$ cat config.mk
export PLATFORM = sky130hd
export DESIGN_NAME = inunit_blk_stats
export DESIGN_NICKNAME = d
export VERILOG_FILES = /design/src/rtl/inunit_blk_stats_pkg.sv /design/src/rtl/inunit_blk_stats_rgb2y_pipe.sv /design/src/rtl/inunit_blk_stats.sv
export SDC_FILE = /design/constraint.sdc
export NUM_CORES = 1
export LEC_CHECK = 0
export ABC_AREA = 1
export CORE_AREA = 2 2 150 181
export DETAILED_ROUTE_END_ITERATION = 8
export DIE_AREA = 0 0 152 183
export GPL_ROUTABILITY_DRIVEN = 0
export PLACE_DENSITY_LB_ADDON = 0.2
export SLEW_MARGIN = 20
export SYNTH_ARGS = -nofsm -noshare
export SYNTH_HDL_FRONTEND = slang
export SYNTH_HIERARCHICAL = 1
export SYNTH_SLANG_ARGS = --single-unit
$ cat constraint.sdc
create_clock -name iODCK -period 1.75 [get_ports iODCK]
set_input_delay 0.35 -clock iODCK [delete_from_list [all_inputs] [get_ports iODCK]]
set_output_delay 0.35 -clock iODCK [all_outputs]
set_load 0.01 [all_outputs]
$ cat src/rtl/inunit_blk_stats_pkg.sv
// ----------------------------------------------------------------------------
// inunit_pkg
//   Shared constants and types for the luminance block-statistics unit.
//   - BT.601-style integer Y coefficients (sum to 256, so the >> 8 keeps
//     white at full scale).
//   - Drain FSM state type.
//   - Width helpers used to size indices, pixel/line counters and sums.
// ----------------------------------------------------------------------------
package inunit_pkg;

  localparam int unsigned Y_COEF_R = 77;
  localparam int unsigned Y_COEF_G = 150;
  localparam int unsigned Y_COEF_B = 29;
  localparam int unsigned Y_SHIFT  = 8;

  typedef enum logic {
    IDLE  = 1'b0,
    DRAIN = 1'b1
  } blk_state_e;

  // Zone index width; never narrower than one bit.
  function automatic int unsigned idx_w(input int unsigned n);
    return (n > 1) ? $clog2(n) : 1;
  endfunction

  // Counter width that can also hold the terminal value blocks*blk,
  // so the counter saturates there instead of wrapping back into range.
  function automatic int unsigned cnt_w(input int unsigned blocks,
                                        input int unsigned blk);
    return $clog2(blocks * blk) + 1;
  endfunction

  // Sum width: every pixel of a zone at full scale still fits.
  function automatic int unsigned sum_w(input int unsigned y_w,
                                        input int unsigned blk_w,
                                        input int unsigned blk_h);
    return y_w + $clog2(blk_w * blk_h);
  endfunction

endpackage

$ cat src/rtl/inunit_blk_stats_rgb2y_pipe.sv
// ----------------------------------------------------------------------------
// rgb2y_pipe
//   Three-stage RGB -> Y conversion with the data enable delayed in lockstep.
//     stage 1: per-channel coefficient products
//     stage 2: sum of products
//     stage 3: >> Y_SHIFT
// Ports:
//   i_clk    pixel clock (rising edge)
//   i_rst_n  asynchronous active-low reset
//   i_de     data enable aligned with i_rgb
//   i_rgb    {R, G, B}, each Y_W bits, R in the top bits
//   o_de     i_de delayed by three cycles
//   o_y      luminance aligned with o_de
// ----------------------------------------------------------------------------
module rgb2y_pipe
  import inunit_pkg::*;
#(
  parameter int unsigned Y_W = 8
) (
  input  logic             i_clk,
  input  logic             i_rst_n,
  input  logic             i_de,
  input  logic [3*Y_W-1:0] i_rgb,
  output logic             o_de,
  output logic [Y_W-1:0]   o_y
);

  // Coefficients sum to 256, so Y_W + 8 bits already holds the full sum;
  // two spare bits give the 18-bit intermediate at Y_W = 8.
  localparam int unsigned P_W = Y_W + 10;

  logic [Y_W-1:0] w_r;
  logic [Y_W-1:0] w_g;
  logic [Y_W-1:0] w_b;
  logic [P_W-1:0] r_pr;
  logic [P_W-1:0] r_pg;
  logic [P_W-1:0] r_pb;
  logic [P_W-1:0] r_sum;
  logic [Y_W-1:0] r_y;
  logic [2:0]     r_de_sr;

  assign w_r = i_rgb[3*Y_W-1:2*Y_W];
  assign w_g = i_rgb[2*Y_W-1:Y_W];
  assign w_b = i_rgb[Y_W-1:0];

  always_ff @(posedge i_clk or negedge i_rst_n) begin
    if (!i_rst_n) begin
      r_pr    <= '0;
      r_pg    <= '0;
      r_pb    <= '0;
      r_sum   <= '0;
      r_y     <= '0;
      r_de_sr <= '0;
    end else begin
      r_pr    <= P_W'(w_r) * P_W'(Y_COEF_R);
      r_pg    <= P_W'(w_g) * P_W'(Y_COEF_G);
      r_pb    <= P_W'(w_b) * P_W'(Y_COEF_B);
      r_sum   <= r_pr + r_pg + r_pb;
      r_y     <= Y_W'(r_sum >> Y_SHIFT);
      r_de_sr <= {r_de_sr[1:0], i_de};
    end
  end

  assign o_de = r_de_sr[2];
  assign o_y  = r_y;

endmodule

$ cat src/rtl/inunit_blk_stats.sv
// ----------------------------------------------------------------------------
// inunit_blk_stats
//   Converts the RGB pixel stream to Y, splits the active frame into
//   H_BLOCKS x V_BLOCKS zones and streams per-zone max Y (and optionally the
//   mean) to the dimming algorithm over a valid/ready handshake, one zone
//   row at a time.
//
//   Optional feature macro: INUNIT_BLK_AVG_EN
//     defined   -> per-zone sum accumulators and the oBlk_Avg port exist
//     undefined -> max-only build
//
// Ports:
//   iODCK        pixel clock (rising edge)
//   iRST_n       asynchronous active-low reset
//   iDE          data enable, high during active pixels
//   iVSYNC       frame sync, active high, synchronous frame clear
//   iQE          {R, G, B} pixel
//   oBlk_Valid   zone result available
//   iBlk_Ready   consumer accepts when high together with oBlk_Valid
//   oBlk_HIdx    zone column
//   oBlk_VIdx    zone row
//   oBlk_Max     maximum Y of the zone
//   oBlk_Avg     mean Y of the zone (INUNIT_BLK_AVG_EN only)
//   oFrame_Done  one-cycle pulse after the last zone of the frame is accepted
//   oOvf         sticky: a completed zone row was dropped while draining
//
// Drain FSM:
//   state | meaning
//   ------+-----------------------------------------------------------------
//   IDLE  | accumulating; waiting for a zone row to complete
//   DRAIN | presenting buffered zone row, one column per accept
// ----------------------------------------------------------------------------
module inunit_blk_stats
  import inunit_pkg::*;
#(
  parameter int unsigned H_BLOCKS = 8,
  parameter int unsigned V_BLOCKS = 8,
  parameter int unsigned BLK_W    = 128,
  parameter int unsigned BLK_H    = 64,
  parameter int unsigned Y_W      = 8
) (
  input  logic                        iODCK,
  input  logic                        iRST_n,
  input  logic                        iDE,
  input  logic                        iVSYNC,
  input  logic [3*Y_W-1:0]            iQE,
  output logic                        oBlk_Valid,
  input  logic                        iBlk_Ready,
  output logic [idx_w(H_BLOCKS)-1:0]  oBlk_HIdx,
  output logic [idx_w(V_BLOCKS)-1:0]  oBlk_VIdx,
  output logic [Y_W-1:0]              oBlk_Max,
`ifdef INUNIT_BLK_AVG_EN
  output logic [Y_W-1:0]              oBlk_Avg,
`endif
  output logic                        oFrame_Done,
  output logic                        oOvf
);

  localparam int unsigned IDX_H  = idx_w(H_BLOCKS);
  localparam int unsigned IDX_V  = idx_w(V_BLOCKS);
  localparam int unsigned HC_LIM = H_BLOCKS * BLK_W;
  localparam int unsigned VC_LIM = V_BLOCKS * BLK_H;
  localparam int unsigned HC_W   = cnt_w(H_BLOCKS, BLK_W);
  localparam int unsigned VC_W   = cnt_w(V_BLOCKS, BLK_H);
  localparam int unsigned LOG_BW = $clog2(BLK_W);
  localparam int unsigned LOG_BH = $clog2(BLK_H);

  // --------------------------------------------------------------------------
  // Y conversion
  // --------------------------------------------------------------------------
  logic [Y_W-1:0] w_y;
  logic           w_de;

  rgb2y_pipe #(
    .Y_W (Y_W)
  ) u_rgb2y (
    .i_clk   (iODCK),
    .i_rst_n (iRST_n),
    .i_de    (iDE),
    .i_rgb   (iQE),
    .o_de    (w_de),
    .o_y     (w_y)
  );

  // --------------------------------------------------------------------------
  // Pixel / line position
  // --------------------------------------------------------------------------
  logic            r_de_q;
  logic [HC_W-1:0] r_hc;
  logic [VC_W-1:0] r_vc;
  logic            w_de_fall;
  logic            w_hc_in;
  logic            w_vc_in;
  logic            w_px;
  logic [IDX_H-1:0] w_col_px;
  logic            w_row_done;
  logic            w_acc_clr;

  assign w_de_fall  = r_de_q & ~w_de;
  assign w_hc_in    = (r_hc < HC_W'(HC_LIM));
  assign w_vc_in    = (r_vc < VC_W'(VC_LIM));
  assign w_px       = w_de & w_hc_in & w_vc_in;
  assign w_col_px   = IDX_H'(r_hc >> LOG_BW);
  // Last line of a zone row ends; BLK_H is a power of two so a mask is a mod.
  assign w_row_done = w_de_fall & w_vc_in &
                      ((r_vc & VC_W'(BLK_H - 1)) == VC_W'(BLK_H - 1));
  assign w_acc_clr  = iVSYNC | w_row_done;

  always_ff @(posedge iODCK or negedge iRST_n) begin
    if (!iRST_n) begin
      r_de_q <= 1'b0;
      r_hc   <= '0;
      r_vc   <= '0;
    end else begin
      r_de_q <= w_de;
      if (iVSYNC || !w_de) begin
        r_hc <= '0;
      end else if (w_hc_in) begin
        r_hc <= r_hc + 1'b1;
      end
      if (iVSYNC) begin
        r_vc <= '0;
      end else if (w_de_fall && w_vc_in) begin
        r_vc <= r_vc + 1'b1;
      end
    end
  end

  // --------------------------------------------------------------------------
  // Drain FSM
  // --------------------------------------------------------------------------
  blk_state_e       r_state;
  blk_state_e       w_state_nxt;
  logic [IDX_H-1:0] r_col;
  logic [IDX_H-1:0] w_col_nxt;
  logic [IDX_V-1:0] r_row;
  logic             r_done;
  logic             w_done_nxt;
  logic             r_ovf;
  logic             w_ovf_set;
  logic             w_snap;

  always_ff @(posedge iODCK or negedge iRST_n) begin
    if (!iRST_n) begin
      r_state <= IDLE;
      r_col   <= '0;
      r_row   <= '0;
      r_done  <= 1'b0;
      r_ovf   <= 1'b0;
    end else begin
      r_state <= w_state_nxt;
      r_col   <= w_col_nxt;
      r_done  <= w_done_nxt;
      if (iVSYNC) begin
        r_row <= '0;
      end else if (w_snap) begin
        r_row <= IDX_V'(r_vc >> LOG_BH);
      end
      if (iVSYNC) begin
        r_ovf <= 1'b0;
      end else if (w_ovf_set) begin
        r_ovf <= 1'b1;
      end
    end
  end

  always_comb begin
    w_state_nxt = r_state;
    w_col_nxt   = r_col;
    w_done_nxt  = 1'b0;
    w_ovf_set   = 1'b0;
    w_snap      = 1'b0;
    if (iVSYNC) begin
      w_state_nxt = IDLE;
      w_col_nxt   = '0;
    end else begin
      case (r_state)
        IDLE: begin
          if (w_row_done) begin
            w_snap      = 1'b1;
            w_state_nxt = DRAIN;
            w_col_nxt   = '0;
          end
        end
        DRAIN: begin
          // The buffer is busy; a row finishing now is lost.
          if (w_row_done) begin
            w_ovf_set = 1'b1;
          end
          if (iBlk_Ready) begin
            if (r_col == IDX_H'(H_BLOCKS - 1)) begin
              w_state_nxt = IDLE;
              w_col_nxt   = '0;
              w_done_nxt  = (r_row == IDX_V'(V_BLOCKS - 1));
            end else begin
              w_col_nxt = r_col + 1'b1;
            end
          end
        end
        default: begin
          w_state_nxt = IDLE;
          w_col_nxt   = '0;
        end
      endcase
    end
  end

  // --------------------------------------------------------------------------
  // Per-column max accumulators and drain buffer
  // --------------------------------------------------------------------------
  logic [Y_W-1:0] r_max     [H_BLOCKS];
  logic [Y_W-1:0] r_buf_max [H_BLOCKS];

  always_ff @(posedge iODCK or negedge iRST_n) begin
    if (!iRST_n) begin
      for (int c = 0; c < int'(H_BLOCKS); c++) begin
        r_max[c]     <= '0;
        r_buf_max[c] <= '0;
      end
    end else begin
      for (int c = 0; c < int'(H_BLOCKS); c++) begin
        if (w_acc_clr) begin
          r_max[c] <= '0;
        end else if (w_px && (w_col_px == IDX_H'(c)) && (w_y > r_max[c])) begin
          r_max[c] <= w_y;
        end
        if (w_snap) begin
          r_buf_max[c] <= r_max[c];
        end
      end
    end
  end

`ifdef INUNIT_BLK_AVG_EN
  localparam int unsigned SUM_W  = sum_w(Y_W, BLK_W, BLK_H);
  localparam int unsigned LOG_BA = $clog2(BLK_W * BLK_H);

  logic [SUM_W-1:0] r_sum     [H_BLOCKS];
  logic [Y_W-1:0]   r_buf_avg [H_BLOCKS];

  always_ff @(posedge iODCK or negedge iRST_n) begin
    if (!iRST_n) begin
      for (int c = 0; c < int'(H_BLOCKS); c++) begin
        r_sum[c]     <= '0;
        r_buf_avg[c] <= '0;
      end
    end else begin
      for (int c = 0; c < int'(H_BLOCKS); c++) begin
        if (w_acc_clr) begin
          r_sum[c] <= '0;
        end else if (w_px && (w_col_px == IDX_H'(c))) begin
          r_sum[c] <= r_sum[c] + SUM_W'(w_y);
        end
        // Truncating divide by the zone pixel count.
        if (w_snap) begin
          r_buf_avg[c] <= Y_W'(r_sum[c] >> LOG_BA);
        end
      end
    end
  end

  assign oBlk_Avg = oBlk_Valid ? r_buf_avg[r_col] : '0;
`else
  // Max-only build: no sum accumulators or average snapshot exist.
`endif

  // --------------------------------------------------------------------------
  // Outputs: zone fields are forced to zero outside DRAIN.
  // --------------------------------------------------------------------------
  assign oBlk_Valid  = (r_state == DRAIN);
  assign oBlk_HIdx   = oBlk_Valid ? r_col : '0;
  assign oBlk_VIdx   = oBlk_Valid ? r_row : '0;
  assign oBlk_Max    = oBlk_Valid ? r_buf_max[r_col] : '0;
  assign oFrame_Done = r_done;
  assign oOvf        = r_ovf;

endmodule

### After elaboration in Yosys (flattened, before gate mapping)

Cells that the tools add are included.

* memory bits (writable): 0
* word-level logic and storage cells: 151
* memory bits (read-only): 0
* input bits: 29
* bits in latches: 0
* bits in registers: 229
* output and inout port bits: 17
* memories kept: 0

* multipliers: 3
* shift-type cells: 0
* order comparisons: 11
* div/mod/pow operators: 0
* add/subtract/negate cells: 5
* reductions and logical operators: 33
* mux-type cells: 48
* eq/ne operators: 12
* bitwise gates (word level): 9

Operators with widths (number)
* 8-bit two-way mux: 19
* 8-bit greater-than comparator: 8
* 8-bit by 7-bit multiplier with 15-bit output (second input constant): 2
* 8-bit binary-select mux with 3-bit select: 1
* 3-bit two-way mux: 8
* 2-bit nonzero test: 12
* 11-bit two-way mux: 2
* 10-bit two-way mux: 2
* 3-bit == test (second input constant): 6
* 1-bit logical AND: 17
* 15-bit by 16-bit adder with 16-bit output: 1
* 16-bit by 13-bit adder with 16-bit output: 1
* 1-bit two-way mux: 14
* 8-bit by 5-bit multiplier with 13-bit output (second input constant): 1
* 11-bit by 1-bit adder with 11-bit output (second input constant): 1
* 11-bit < comparator (second input constant): 1
* 10-bit by 1-bit adder with 10-bit output (second input constant): 1
* 10-bit < comparator (second input constant): 1
* 3-bit by 2-bit == test with 1-bit output (second input constant): 2
* 6-bit == test (second input constant): 1
* 3-bit != test (second input constant): 2
* 3-bit one-hot mux with 2 select lines: 1
* 1-bit bitwise AND: 5
* 4-bit >= comparator (second input constant): 1
* 10 further kinds: 11

### Depth between registers and ports, before layout

Gate-level depths: netlist of the first run.

* depth in word-level cells: 9
* depth in mapped cells: 15
* mapped depth without buffers: 15

### Hierarchy

The synthesis of the first run kept the hierarchy.

By module, submodules not included
* inunit_blk_stats: cells each 1194, times used 1, sequential area each 3978.8 um2, area each 8997.4 um2
* rgb2y_pipe: cells each 658, times used 1, sequential area each 1551.5 um2, area each 5685.5 um2

### Least setup slack after synthesis of the first run

OpenSTA, ideal clock, no wires.

* path kind: input-to-reg
* from: input port iQE[12]
* to: register u_rgb2y.r_pg[11]
* arrival: 2857 ps
* library setup time: 124 ps
* data required time: 1626 ps
* path slack: -1231 ps
* buffers on the path: 0
* stages on the path: 12
* path through: ha_1 -> ha_1 -> inv_1 -> fa_1 -> fa_1 -> inv_1 -> ha_1 -> a21oi_1 -> nor2_1 -> nor2_1 -> nand2_1 -> xor2_1

* longest elaborated chain between the ends: 1

RTL lines
* start: declaration: RTL line inunit_blk_stats.sv:46 `input logic [3*Y_W-1:0] iQE,`
* 8-bit by 7-bit multiplier with 15-bit output: RTL line inunit_blk_stats_rgb2y_pipe.sv:56 `r_pg <= P_W'(w_g) * P_W'(Y_COEF_G);`
* end signal: assignment: RTL line inunit_blk_stats_rgb2y_pipe.sv:56
* end: declaration: RTL line inunit_blk_stats_rgb2y_pipe.sv:36 `logic [P_W-1:0] r_pg;`

Every way passes these cells.
A chain may end at the register's enable or synchronous reset.

### Worst setup path after layout of the first run

* from: register r_col[0]
* to: output port oBlk_Max[3]

* longest elaborated chain between the ends: 5

RTL lines
* start: declaration: RTL line inunit_blk_stats.sv:134 `logic [IDX_H-1:0] r_col;`
* start signal: assignment: RTL line inunit_blk_stats.sv:152 `r_col <= w_col_nxt;`
* 3-bit inverter with 4-bit output (not written as such): RTL line inunit_blk_stats.sv:273 `assign oBlk_Max = oBlk_Valid ? r_buf_max[r_col] : '0;`
* 8-bit binary-select mux with 3-bit select: RTL line inunit_blk_stats.sv:273
* 8-bit two-way mux (not written as such) (2 in series): RTL line inunit_blk_stats.sv:273
* 8-bit two-way mux: RTL line inunit_blk_stats.sv:273
* end: declaration: RTL line inunit_blk_stats.sv:51 `output logic [Y_W-1:0] oBlk_Max,`

Every way passes these cells. The select of a mux whose other input is x is not followed.

==> results of run 1 <==
==> worst paths after layout <==
| kind | from | end | slack [ps] | cells after the start |
|---|---|---|---|---|
| setup / recovery | r_col[0] | oBlk_Max[3] | -850 | 8 |
| hold / removal | iQE[17] | u_rgb2y/r_pr[1] | 70 | 2 |
| setup reg to reg | u_rgb2y/o_y[4] | r_max[19] | -390 | 10 |
| hold reg to reg | u_rgb2y/r_sum[14] | u_rgb2y/o_y[6] | 350 | 0 |
| max in group asynchronous | iRST_n | u_rgb2y/r_pb[11] | 830 | 3 |
| min in group asynchronous | iRST_n | r_vc[5] | 300 | 2 |
==> where the power goes <==
part	internal [mW]	total (mW)	switching (mW)	leakage, nW
logic	9.99	22.7	12.7	8.03
registers	5.85	6.59	0.740	2.86
clock network	3.19	5.59	2.39	0.409
total	19.0	34.9	15.9	11.3
==> Yosys cell counts <==
| cell | instances |
|---|---|
| inv_2 | 4 |
| nor3_4 | 1 |
| dfrtp_1 | 221 |
| xnor2_1 | 6 |
| o21ai_2 | 2 |
| nor3b_1 | 1 |
| buf_2 | 8 |
| nor3_2 | 2 |
| a31oi_1 | 2 |
| nor2_1 | 101 |
| a21oi_2 | 2 |
| inv_1 | 287 |
| clkbuf_1 | 15 |
| nand3_1 | 196 |
| xor2_1 | 17 |
| nor2_2 | 2 |
| nand2_1 | 514 |
| a21oi_1 | 83 |
| buf_4 | 11 |
| o21a_1 | 2 |
| o31ai_1 | 1 |
| or2_2 | 1 |
| fa_1 | 38 |
| o211ai_1 | 1 |
| o21ai_0 | 89 |
| and2_1 | 2 |
| o21ai_1 | 7 |
| o21bai_1 | 2 |
| a21o_1 | 8 |
| buf_1 | 2 |
| nand2_2 | 3 |
| clkinv_1 | 8 |
| nor3_1 | 15 |
| nand3_2 | 1 |
| nand4_1 | 16 |
| ha_1 | 181 |
==> layout by cell type, fill, tap and decap left out, types with 16 or more instances in the layout <==
cell type / n
o21ai_1: 34
nand2_2: 120
buf_4: 160
o21ai_0: 32
nand3_1: 66
ha_1: 89
buf_12: 35
xor2_1: 16
nand2_1: 330
nand2_4: 61
buf_8: 20
dfrtp_1: 211
nor2_1: 59
a21oi_1: 37
buf_6: 58
inv_2: 48
a21oi_2: 37
nor2_2: 24
nor2_4: 20
fa_1: 33
nand3_2: 117
o21ai_2: 27
inv_1: 234
clkbuf_16: 37
nand4_1: 16
buf_2: 16
ha_4: 89
==> cells by family after synthesis <==
logic type | synth area share (%)
AOI/OAI and AO/OA | 7.14
xor gates and xnor gates | 1.37
adders and majority gates | 20.6
buffers and inverters | 8.91
DFF | 37.7
and+or+nand+nor | 24.3
==> final cells by class <==
type / instances / area [µm²]
diodes: 2 / 5.00
clock inverters: 13 / 140
repair inverters: 1 / 3.75
flip-flops and latches: 221 / 5540
well taps: 335 / 419
multi-input cells: 1296 / 11300
inverters: 299 / 1170
fillers: 1023 / 3230
repair buffers: 322 / 3620
clock buffers: 32 / 712
==> through the flow <==
step	power (mW)	util, %	cells	area, µm²	setup TNS [ps]
2_1_floorplan	15.5	-	1852	15300	-21300
3_3_place_gp	20.0	67.7	2391	17700	-58490
3_5_place_dp	20.6	67.7	2391	17700	-62430
4_1_cts	29.9	79.6	2493	20800	-22290
5_1_grt	36.4	87.6	2519	22900	-51490
6_report	34.9	87.6	2521	22900	-42280
==> repair_timing <==
item | in CTS | in global routing
pin swaps | 234 | 256
setup endpoints to repair | 121 | 184
cloned | 15 | 15
resized for setup | 558 | 457
endpoints found under the hold margin | 30 | 0
buffers inserted | 43 | 25
hold buffers | 1 | 0
==> worst max-delay path: stages (launching register included) <==
cell     delay (ps)
dfrtp_2         470
buf_12          160
buf_6           150
a21oi_2         240
o21ai_1         140
nand2_1         160
nand3_1         140
nand2_1         100
buf_2           140
==> sequential cells by signal, indices dropped and copies added (netlist names) <==
name	flops
r_row	3
u_rgb2y/r_sum	8
r_max	64
oOvf	1
u_rgb2y/r_pb	13
r_hc	11
u_rgb2y/r_pr	15
oBlk_Valid	1
oFrame_Done	1
r_buf_max	64
u_rgb2y/o_y	8
r_col	3
r_de_q	1
u_rgb2y/r_de_sr	3
r_vc	10
u_rgb2y/r_pg	15
==> layer usage <==
metal / track usage (%) / share of wire (%) / vias up
met5: 0 / 0.021 / -
met1: 36.3 / 32 / 7570
met2: 58.5 / 47 / 1286
met4: 21.5 / 11 / 2
met3: 3.80 / 10 / 579
li1: - / - / 6573
==> results by group, run 1 <==
Timing
  – Setup WS post-layout: -846 ps
  – Final Hold Viols: 0
  – Period utilization: 148%
  – Worst slew margin: 62.5%
  – Max-slew violation count: 0
  – RSZ-0062 raised after global routing: yes
  – Slew of the pin with the lowest slew margin: 561 ps
  – Fin crit period: 2600 ps
  – Final setup fails: 159
  – Hold Slack: 70.0 ps
  – Fmax: 0.385 GHz
  – Fin Clk Skew: 17.0 ps

Route
  – Initial DRC Count: 1,652
  – Via Count: 16,000
  – Antenna Nets Post-Route: 0
  – Vias per cell: 6.35
  – Final WL: 61,800 µm
  – DRC: 0
  – TritonRoute pass-1 iters: 6
  – Wire length per cell: 24.5 µm

Outcome
  – Failing checks: negative setup slack
  – Status: finished with violations

Critical path
  – Startpoint Class: flip-flop
  – Crit Path Category: flip-flop to output port
  – Crit path capture type: output port
  – CP max FO: 8
  – WP data arrival: 2250 ps
  – CP Data Required Time: 1400 ps

Logic synthesis
  – Avg Inst Size Synth: 7.93 µm²
  – Top post-synthesis cells by area: dfrtp_1, ha_1, nand2_1, inv_1, nand3_1
  – Synth Instances: 1,852
  – Netlist cell types: 36
  – Register area share after synthesis: 37.7%
  – Yosys top cell by area: dfrtp_1
  – Mapped Nets: 2,100
  – Top-area cell type share of the netlist area: 37.7%
  – Post-synthesis cell area: 14,700 µm²
  – Total number of yosys warnings: 6
  – Yosys reg bits: 221

Global route
  – Largest net degree at the start of global routing: 53
  – Vias in the first global route: 14,700
  – Total gr overflow: 0
  – Global-route wire length before repair: 73,100 µm
  – Initial antenna violation count: 3
  – Overall Global Routing Usage: 32.5%

Clock network
  – TritonCTS clock tree: done
  – Clock slew at reported path FFs: 70 ps
  – Clock buffer depth: 3
  – Max H-tree Level: 1
  – TritonCTS Buffers: 25
  – CTS Sinks: 221
  – Clk_lat worst skew: 540 ps
  – CTS root buf: clkbuf_16

Die
  – CORE AREA: 26,100 µm²
  – Die X-Extent: 152 µm
  – Die H: 183 µm
  – Initial core utilization: 56.2%
  – Die area: 27,800 µm²
  – Boundary Pins: 46
  – Rows: 65

Place
  – PortBufs: 45
  – Place WS: -1750 ps
  – Hpwl dp: 28,700 µm

Hold path
  – Hold Path Class: primary input to flip-flop

Power
  – Pwr dens: 1530 nW/µm²
  – Leak pwr: 11.3 nW
  – Worst IR Drop VDD: 1220 µV

Cells and area
  – Final net count: 2,414
  – Area grow syn2layout: 55.8%
  – Layout cells sized above 1: 44.9%

Job
  – Max-cap violations: 0
Power figures use the tool's default switching activity.
==> run 2: changes to the inputs <==
--- a/config.mk
+++ b/config.mk
@@ -6,9 +6,9 @@
 export NUM_CORES = 1
 export LEC_CHECK = 0
 export ABC_AREA = 1
-export CORE_AREA = 2 2 150 181
+export CORE_AREA = 2 2 205 248
 export DETAILED_ROUTE_END_ITERATION = 8
-export DIE_AREA = 0 0 152 183
+export DIE_AREA = 0 0 207 250
 export GPL_ROUTABILITY_DRIVEN = 0
 export PLACE_DENSITY_LB_ADDON = 0.2
 export SLEW_MARGIN = 20
==> results by group, run 2 (synthesis gave the netlist of run 1 again) <==
Power
  – Pwr dens: 1420 nW/µm²
  – Leak pwr: 10.9 nW
  – Worst IR Drop VDD: 1110 µV
  – Tot Pwr: 32.0 mW

Clock network
  – TritonCTS Buffers: 28
  – CTS Sinks: 221
  – TritonCTS clock tree: done
  – Clock slew at reported path FFs: 60 ps
  – Max H-tree Level: 1
  – Clock buffer depth: 3
  – Clk_lat worst skew: 550 ps
  – CTS root buf: clkbuf_16

Place
  – Place WS: -1670 ps
  – Hpwl dp: 30,400 µm
  – Placed inst area: 18,200 µm²
  – PortBufs: 45

Global route
  – Largest net degree at the start of global routing: 66
  – Initial antenna violation count: 0
  – Total gr overflow: 0
  – Overall Global Routing Usage: 16.1%
  – Global-route wire length before repair: 67,900 µm
  – Vias in the first global route: 13,100

Route
  – TritonRoute pass-1 iters: 5
  – Vias per cell: 4.64
  – Initial DRC Count: 628
  – DRC: 0
  – Via Count: 13,200
  – Antenna Nets Post-Route: 0
  – Final WL: 44,900 µm
  – Wire length per cell: 15.8 µm

Cells and area
  – Final net count: 2,418
  – Ant. Diodes: 0
  – Storage cell area: 5540 µm²
  – Most frequent cells in the layout: nand2_1, inv_1, dfrtp_1
  – Multi-input gate area: 10,500 µm²
  – Fill count: 4,775
  – Area grow syn2layout: 53.0%
  – Most common cell after layout, fill and taps aside: nand2_1
  – Design Area, Final: 22,500 µm²
  – Layout cells sized above 1: 38.9%
  – Regs by FF count: r_buf_max (64), r_max (64)

Critical path
  – Slowest cell on the critical path: fa_1
  – Startpoint Class: primary input
  – Cell mode on critical path: ha_4
  – CP Data Required Time: 2190 ps
  – CP Cell Sequence: buf_8, ha_4, ha_4, inv_2, fa_1, fa_1, inv_2, ha_4, a21oi_4, nor2_1, nor2_1, nand2_2, xor2_1
  – WP data arrival: 2740 ps
  – Crit Path Category: primary input to flip-flop
  – Crit path capture type: flip-flop
  – CP max FO: 6
  – Largest stage delay on the critical path: 510 ps

Timing
  – Fin crit period: 2310 ps
  – Final setup fails: 102
  – Setup WS post-layout: -556 ps
  – Slew of the pin with the lowest slew margin: 467 ps
  – RSZ-0062 raised after global routing: yes
  – Fin Clk Skew: 9.52 ps
  – Hold Slack: 25.7 ps
  – Period utilization: 132%
  – Worst slew margin: 68.8%
  – Max-slew violation count: 0
  – Setup TNS: -18,060 ps
  – Final Hold Viols: 0
  – Fmax: 0.434 GHz

Die
  – Die X-Extent: 207 µm
  – Die H: 250 µm
  – Die area: 51,800 µm²
  – CORE AREA: 49,500 µm²
  – Initial core utilization: 29.6%
  – Rows: 90
  – Boundary Pins: 46

Job
  – Max-cap violations: 0

Outcome
  – Failing checks: negative setup slack
  – Status: finished with violations

Hold path
  – Hold Path Class: primary input to flip-flop
run 2: per-layer routing:
metal	wire length [µm]	GRT usage [%]
met5	0	0
met4	1820	6.49
met2	23400	29.0
met1	18300	19.5
met3	1340	1.87
run 2: power breakdown:
part | total (mW) | internal (mW) | switching (mW) | leakage [nW]
combinational | 19.0 | 8.92 | 10.1 | 7.55
sequential | 6.41 | 5.85 | 0.555 | 2.87
clock | 6.56 | 4.24 | 2.32 | 0.526
total | 32.0 | 19.0 | 13.0 | 10.9
run 2: final cells by class:
| cell class | instances | share of cell area, % |
|---|---|---|
| clock buffers | 36 | 3.57 |
| clock inverters | 15 | 1.13 |
| inverters | 299 | 5.17 |
| multi-input cells | 1296 | 46.5 |
| flip-flops and latches | 221 | 24.7 |
| well taps | 644 | 3.59 |
| repair buffers | 324 | 15.3 |
run 2: what timing repair did:
item / in CTS / in global routing
endpoints found under the hold margin: 43 / 0
gates cloned: 6 / 19
setup buffers: 25 / 17
endpoints found under the setup margin: 119 / 172
pin swaps: 179 / 135
gates resized for setup: 455 / 328
hold buffers: 1 / 0
run 2: final timing paths:
| kind | from | end | slack (ps) | depth (start not counted) |
|---|---|---|---|---|
| min reg2reg | u_rgb2y/r_de_sr[1] | u_rgb2y/r_de_sr[2] | 340 | 0 |
| max reg2reg | u_rgb2y/r_pb[11] | u_rgb2y/r_sum[15] | -270 | 9 |
| min in group asynchronous | iRST_n | oBlk_Valid | 310 | 2 |
| max | iQE[14] | u_rgb2y/r_pg[11] | -560 | 13 |
| min | iQE[1] | u_rgb2y/r_pb[1] | 30 | 2 |
| max in group asynchronous | iRST_n | u_rgb2y/r_pg[1] | 780 | 3 |
run 2: stage by stage:
stage / util [%] / instances
final: 45.3 / 2835
after global routing: 45.3 / 2835
after floorplan: - / 1852
after global placement: 36.7 / 2719
after detailed placement: 36.7 / 2719
after CTS: 41.6 / 2802
run 2: critical path, delay by kind of cell:
family                   cells  cell delay [ps]
AND/OR/NAND/NOR              3              240
adder cells (fa/ha/maj)      5             1700
XOR/XNOR                     1              140
buffers and inverters        3              180
AO/OA/AOI/OAI                1              140
